<file path="src/rtl/eth_pkg.sv">
`default_nettype none
// ============================================================================
// Module  : eth_pkg
// Brief   : Shared Ethernet FCS constants, error bit indices and state type.
// Revision: 1.0 - initial release
// ============================================================================
package eth_pkg;

    localparam logic [31:0] CRC32_POLY    = 32'hEDB88320;
    localparam logic [31:0] CRC32_INIT    = 32'hFFFFFFFF;
    localparam logic [31:0] CRC32_RESIDUE = 32'hDEBB20E3;

    localparam int ERR_CRC   = 0;
    localparam int ERR_RUNT  = 1;
    localparam int ERR_GIANT = 2;

    typedef enum logic [1:0] {
        SYNC  = 2'd0,
        IDLE  = 2'd1,
        FRAME = 2'd2
    } fcs_state_t;

endpackage
`default_nettype wire

</file>
<file path="src/rtl/eth_crc32_d8.sv">
`default_nettype none
// ============================================================================
// Module  : eth_crc32_d8
// Brief   : Combinational reflected CRC-32 update over one byte, LSB first.
// Revision: 1.0 - initial release
// ============================================================================
module eth_crc32_d8
    import eth_pkg::*;
(
    input  logic [31:0] crc_in,
    input  logic [7:0]  d,
    output logic [31:0] crc_out
);

    logic [31:0] w_c;

    always_comb begin
        w_c = crc_in;
        for (int i = 0; i < 8; i++) begin
            w_c = (w_c[0] ^ d[i]) ? ((w_c >> 1) ^ CRC32_POLY) : (w_c >> 1);
        end
    end

    assign crc_out = w_c;

endmodule
`default_nettype wire

</file>
<file path="src/rtl/eth_rx_fcs_check.sv">
`default_nettype none
// ============================================================================
// Module  : eth_rx_fcs_check
// Brief   : Checks Ethernet FCS and length, strips FCS, forwards payload bytes.
//           Optional frame statistics outputs when ETH_RX_STATS_EN is defined.
// Revision: 1.0 - initial release
// ============================================================================
module eth_rx_fcs_check
    import eth_pkg::*;
#(
    parameter int MIN_LEN   = 64,
    parameter int MAX_LEN   = 1518,
    parameter int SYNC_IDLE = 64
) (
    input  logic        clk50,
    input  logic        reset,
    input  logic [7:0]  in_data,
    input  logic        in_valid,
    input  logic        in_eop,
    output logic [7:0]  out_data,
    output logic        out_valid,
    output logic        out_last,
    output logic [2:0]  out_err,
    output logic        out_drop
`ifdef ETH_RX_STATS_EN
    ,
    output logic [15:0] stat_ok,
    output logic [15:0] stat_bad
`endif
);

    localparam int              IDLE_W      = $clog2(SYNC_IDLE);
    localparam logic [IDLE_W-1:0] C_IDLE_LAST = IDLE_W'(SYNC_IDLE - 1);
    localparam logic [10:0]     C_MIN_LEN   = 11'(MIN_LEN);
    localparam logic [10:0]     C_MAX_LEN   = 11'(MAX_LEN);
    localparam logic [10:0]     C_LEN_SAT   = 11'h7FF;

    fcs_state_t        r_state, w_state;
    logic [4:0][7:0]   r_dly,   w_dly;
    logic [2:0]        r_cnt,   w_cnt;
    logic [31:0]       r_crc,   w_crc;
    logic [10:0]       r_len,   w_len;
    logic [IDLE_W-1:0] r_idle,  w_idle;

    logic [31:0]       w_crc_upd;
    logic [7:0]        w_out_data;
    logic              w_out_valid;
    logic              w_out_last;
    logic [2:0]        w_out_err;
    logic              w_out_drop;

    // r_crc sits at CRC32_INIT whenever the FSM is idle, so one update path serves all.
    eth_crc32_d8 u_crc (
        .crc_in  (r_crc),
        .d       (in_data),
        .crc_out (w_crc_upd)
    );

    always_comb begin
        w_state     = r_state;
        w_dly       = r_dly;
        w_cnt       = r_cnt;
        w_crc       = r_crc;
        w_len       = r_len;
        w_idle      = r_idle;
        w_out_data  = 8'h00;
        w_out_valid = 1'b0;
        w_out_last  = 1'b0;
        w_out_err   = 3'b000;
        w_out_drop  = 1'b0;

        case (r_state)
            SYNC: begin
                if (in_eop || (!in_valid && r_idle == C_IDLE_LAST)) begin
                    w_state = IDLE;
                    w_idle  = '0;
                end else if (in_valid) begin
                    w_idle = '0;
                end else begin
                    w_idle = r_idle + 1'b1;
                end
            end

            IDLE: begin
                if (in_valid && !in_eop) begin
                    w_state = FRAME;
                    w_dly   = {32'h0, in_data};
                    w_cnt   = 3'd1;
                    w_len   = 11'd1;
                    w_crc   = w_crc_upd;
                end
            end

            FRAME: begin
                if (in_eop) begin
                    if (r_cnt == 3'd5) begin
                        w_out_data           = r_dly[4];
                        w_out_valid          = 1'b1;
                        w_out_last           = 1'b1;
                        w_out_err[ERR_CRC]   = (r_crc != CRC32_RESIDUE);
                        w_out_err[ERR_RUNT]  = (r_len < C_MIN_LEN);
                        w_out_err[ERR_GIANT] = (r_len > C_MAX_LEN);
                    end else begin
                        w_out_drop = 1'b1;
                    end
                    w_dly   = '0;
                    w_cnt   = 3'd0;
                    w_crc   = CRC32_INIT;
                    w_len   = 11'd0;
                    w_state = IDLE;
                end else if (in_valid) begin
                    w_crc = w_crc_upd;
                    w_dly = {r_dly[3:0], in_data};
                    w_len = (r_len == C_LEN_SAT) ? r_len : r_len + 11'd1;
                    if (r_cnt == 3'd5) begin
                        w_out_data  = r_dly[4];
                        w_out_valid = 1'b1;
                    end else begin
                        w_cnt = r_cnt + 3'd1;
                    end
                end
            end

            default: w_state = SYNC;
        endcase
    end

    always_ff @(posedge clk50 or posedge reset) begin
        if (reset) begin
            r_state   <= SYNC;
            r_dly     <= '0;
            r_cnt     <= 3'd0;
            r_crc     <= CRC32_INIT;
            r_len     <= 11'd0;
            r_idle    <= '0;
            out_data  <= 8'h00;
            out_valid <= 1'b0;
            out_last  <= 1'b0;
            out_err   <= 3'b000;
            out_drop  <= 1'b0;
        end else begin
            r_state   <= w_state;
            r_dly     <= w_dly;
            r_cnt     <= w_cnt;
            r_crc     <= w_crc;
            r_len     <= w_len;
            r_idle    <= w_idle;
            out_data  <= w_out_data;
            out_valid <= w_out_valid;
            out_last  <= w_out_last;
            out_err   <= w_out_err;
            out_drop  <= w_out_drop;
        end
    end

`ifdef ETH_RX_STATS_EN
    logic w_cnt_ok;
    logic w_cnt_bad;

    assign w_cnt_ok  = w_out_last && (w_out_err == 3'b000);
    assign w_cnt_bad = (w_out_last && (w_out_err != 3'b000)) || w_out_drop;

    always_ff @(posedge clk50 or posedge reset) begin
        if (reset) begin
            stat_ok  <= 16'h0000;
            stat_bad <= 16'h0000;
        end else begin
            if (w_cnt_ok && stat_ok != 16'hFFFF) begin
                stat_ok <= stat_ok + 16'h0001;
            end
            if (w_cnt_bad && stat_bad != 16'hFFFF) begin
                stat_bad <= stat_bad + 16'h0001;
            end
        end
    end
`endif

endmodule
`default_nettype wire

</file>
<file path="config.mk">
export PLATFORM = sky130hd
export DESIGN_NAME = eth_rx_fcs_check
export DESIGN_NICKNAME = d
export VERILOG_FILES = /design/src/rtl/eth_pkg.sv /design/src/rtl/eth_crc32_d8.sv /design/src/rtl/eth_rx_fcs_check.sv
export SDC_FILE = /design/constraint.sdc
export NUM_CORES = 1
export LEC_CHECK = 0
export ABC_AREA = 1
export BUFFER_PORTS_ARGS = -buffer_cell sky130_fd_sc_hd__buf_2
export CAP_MARGIN = 25
export CORE_MARGIN = 5
export CORE_UTILIZATION = 55
export CTS_BUF_LIST = sky130_fd_sc_hd__clkbuf_8 sky130_fd_sc_hd__clkbuf_16
export CTS_CLUSTER_SIZE = 10
export DETAILED_ROUTE_END_ITERATION = 16
export PLACE_DENSITY = 0.72
export SYNTH_ARGS = -nofsm -noshare
export SYNTH_HDL_FRONTEND = slang
export SYNTH_HIERARCHICAL = 1
export SYNTH_SLANG_ARGS = --single-unit
</file>
<file path="constraint.sdc">
create_clock -name clk50 -period 5.3 [get_ports clk50]
set_input_delay 0 -clock clk50 [delete_from_list [all_inputs] [get_ports clk50]]
set_output_delay 0 -clock clk50 [all_outputs]
set_load 0.01 [all_outputs]
</file>
==> run metrics <==
status=completed; router iterations before antenna repair=5; arrival time worst endpoint=2.64 ns; hold buffer count at CTS=10; CTS root buf=clkbuf_8; top cells by area, synth=dfrtp_1 (32%), dfstp_2 (14%), nand2_1 (12%); GRT Overall Usage=0.217; Slew Viols, Final=0; HP Class=input port to flip-flop; number of setup violations in the final report=0; Post-Syn Area=5970 um^2; CP Launch Type=flip-flop; critical-path maximum fanout=101; worst skew pair latency=0.39 ns; die footprint=13,000 um^2; TritonCTS Sinks=108; CTS buffer count=9; fin nets=791; reg-to-reg critical path startpoint=r_state[1]; Mapped Nets=766; Req. time, crit path=5.61 ns; Pwr Density=497 nW/um^2; initial core utilization=0.556; clock-pin slew on the worst setup and hold paths=0.11 ns; simple-gate share of the synthesized area=0.268; post-DP HPWL=9.24 mm; min-delay src=in_eop; post-synthesis sequential area ratio=0.459; port buffer count=25; Die Width=114 um; via-per-instance ratio=5.36; largest net degree at the start of global routing=102; prevailing post-synth register cell=dfrtp_1; Final Critical Period=2.33 ns; EDFF count, synth=0; final worst path period share=0.439; final core occ=0.604; post-synth top area share=0.319; Synth Warn #=6; ys async rst share=1.00; antenna cells=0; cts repair resizes=0; Post-Synth Adder-Cell Area=0.00838; TritonCTS clock tree=yes; Compound-Gate Fraction of Synth Area=0.103; Synth area leader=dfrtp_1; vias in the first global route=4,807; WL/cell=14.6 um; Critical Path Start=r_state[1]; Sum Neg Setup Slack=0 ns; leakage=3.18 nW; worst-margin pin slew=0.875 ns; synth unique cells=35; number of setup buffers added after CTS=0; die span in y=114 um; initial antenna violation count=0; xor/xnor cell area share of the yosys netlist=0.0704; Remaining DRCs=0; maximum clock rate=0.430 GHz; largest family of logic cells by synthesized area=simple AND/OR/NAND/NOR gates; drt total wl=13.4 mm; Setup Skew=0.0136 ns; Vias=4,930; core area=10,700 um^2; slew margin rel.=0.416; RSZ-0062 raised after global routing=false; WS Path Type=flip-flop to flip-flop; Top Ports=26; Syn Inst Count=750; DR iter-0 viols=335; Worst setup EP type=flip-flop; proportion of layout cells with a drive suffix above 1=0.168; Total Power=3.23 mW; Max Root-Sink Buffers=2; Remaining Overflow, GRT=0; Final Hold Fails=0; htree depth=3; antenna viol nets, final=0; most frequent cells after synthesis=nand2_1 (198), inv_1 (91), o21ai_0 (82); Max IR drop VDD=0.281 mV; Rows=38; mean post-synth cell area=7.96 um^2; most frequent cell after synthesis=nand2_1; first-pass GRT wire length=22.6 mm; mux contribution to synthesized area=0; flops & latches, synth=108; area grow syn2layout=8.68%; Placer Congestion=0.884; max_cap viols=0
==> critical path, stage by stage (launching register included) <==
cell	delay [ns]
dfrtp_1	0.42
inv_2	0.07
nor2_4	0.19
nand2_1	0.12
nand2_2	0.09
buf_4	0.65
nand2_2	0.34
inv_1	0.19
nand2_1	0.07
o21ai_0	0.08
==> sequential cells by signal (all words and copies together) (netlist names) <==
register and cells:
out_valid 1, r_len 11, r_idle 6, r_cnt 3, r_state 2, out_err 3, r_dly 40, out_drop 1
out_data 8, out_last 1, r_crc 32
==> where the power goes <==
group	total, mW	internal [mW]	switching (mW)
clock	0.516	0.199	0.317
combinational	1.46	0.505	0.960
sequential	1.25	1.09	0.156
total	3.23	1.79	1.43
==> metrics by stage <==
step | cells | hold WS, ns | cell area (um^2) | setup slack, ns
detailed placement | 893 | 0.228 | 6170 | 2.78
global route | 920 | 0.0652 | 6490 | 2.73
finish | 920 | 0.0412 | 6490 | 2.97
CTS | 919 | 0.0282 | 6470 | 2.75
global placement | 892 | 0.221 | 6140 | 2.89
floorplan | 750 | 0.147 | 5970 | 2.51
==> logic make-up after synthesis <==
family,after synthesis
simple gates,350
buf+inv,129
compound gates,111
flops,108
xor+xnor,48
fa+ha+maj,4
==> path summary, 6_finish.rpt <==
check                                  to  slack (ns)  cells after the start
worst max register to register   r_len[4]        2.97                      9
max in group asynchronous        r_crc[6]        4.15                      5
min in group asynchronous        r_crc[0]        0.35                      3
worst max-delay path             r_len[4]        2.97                      9
worst min-delay path             r_len[4]        0.04                      4
worst min register to register  r_crc[28]        0.49                      2
==> metal layers <==
layer / vias to the layer above / GRT usage / routed length [um]
met5: - / 0 / 0
met4: 0 / 0.0792 / 204
met3: 16 / 0.0354 / 514
met2: 106 / 0.372 / 6690
met1: 2372 / 0.279 / 6040
li1: 2436 / - / -
==> placed cells by master, fill, tap and decap left out, types with 3 or more instances in the layout <==
cell type	n
nand3_1	55
nand2_4	12
dfstp_2	32
dfrtp_1	76
o21ai_0	82
nand4_1	18
o31ai_1	16
buf_2	25
o21ai_1	5
ha_1	4
xor2_1	35
xnor2_1	13
nand2_2	22
inv_8	3
inv_2	11
clkbuf_8	10
nor2_1	36
inv_1	90
dlygate4sd3_1	10
nand2_1	198
==> layout make-up <==
cell class / instances / area (um^2)
clock inverters: 6 / 66.3
fillers: 975 / 4260
multi-input cells: 513 / 2680
well taps: 140 / 175
clock buffers: 10 / 138
inverters: 104 / 400
repair buffers: 39 / 283
flip-flops and latches: 108 / 2740
Note: power is estimated with default switching activity, not from simulation.
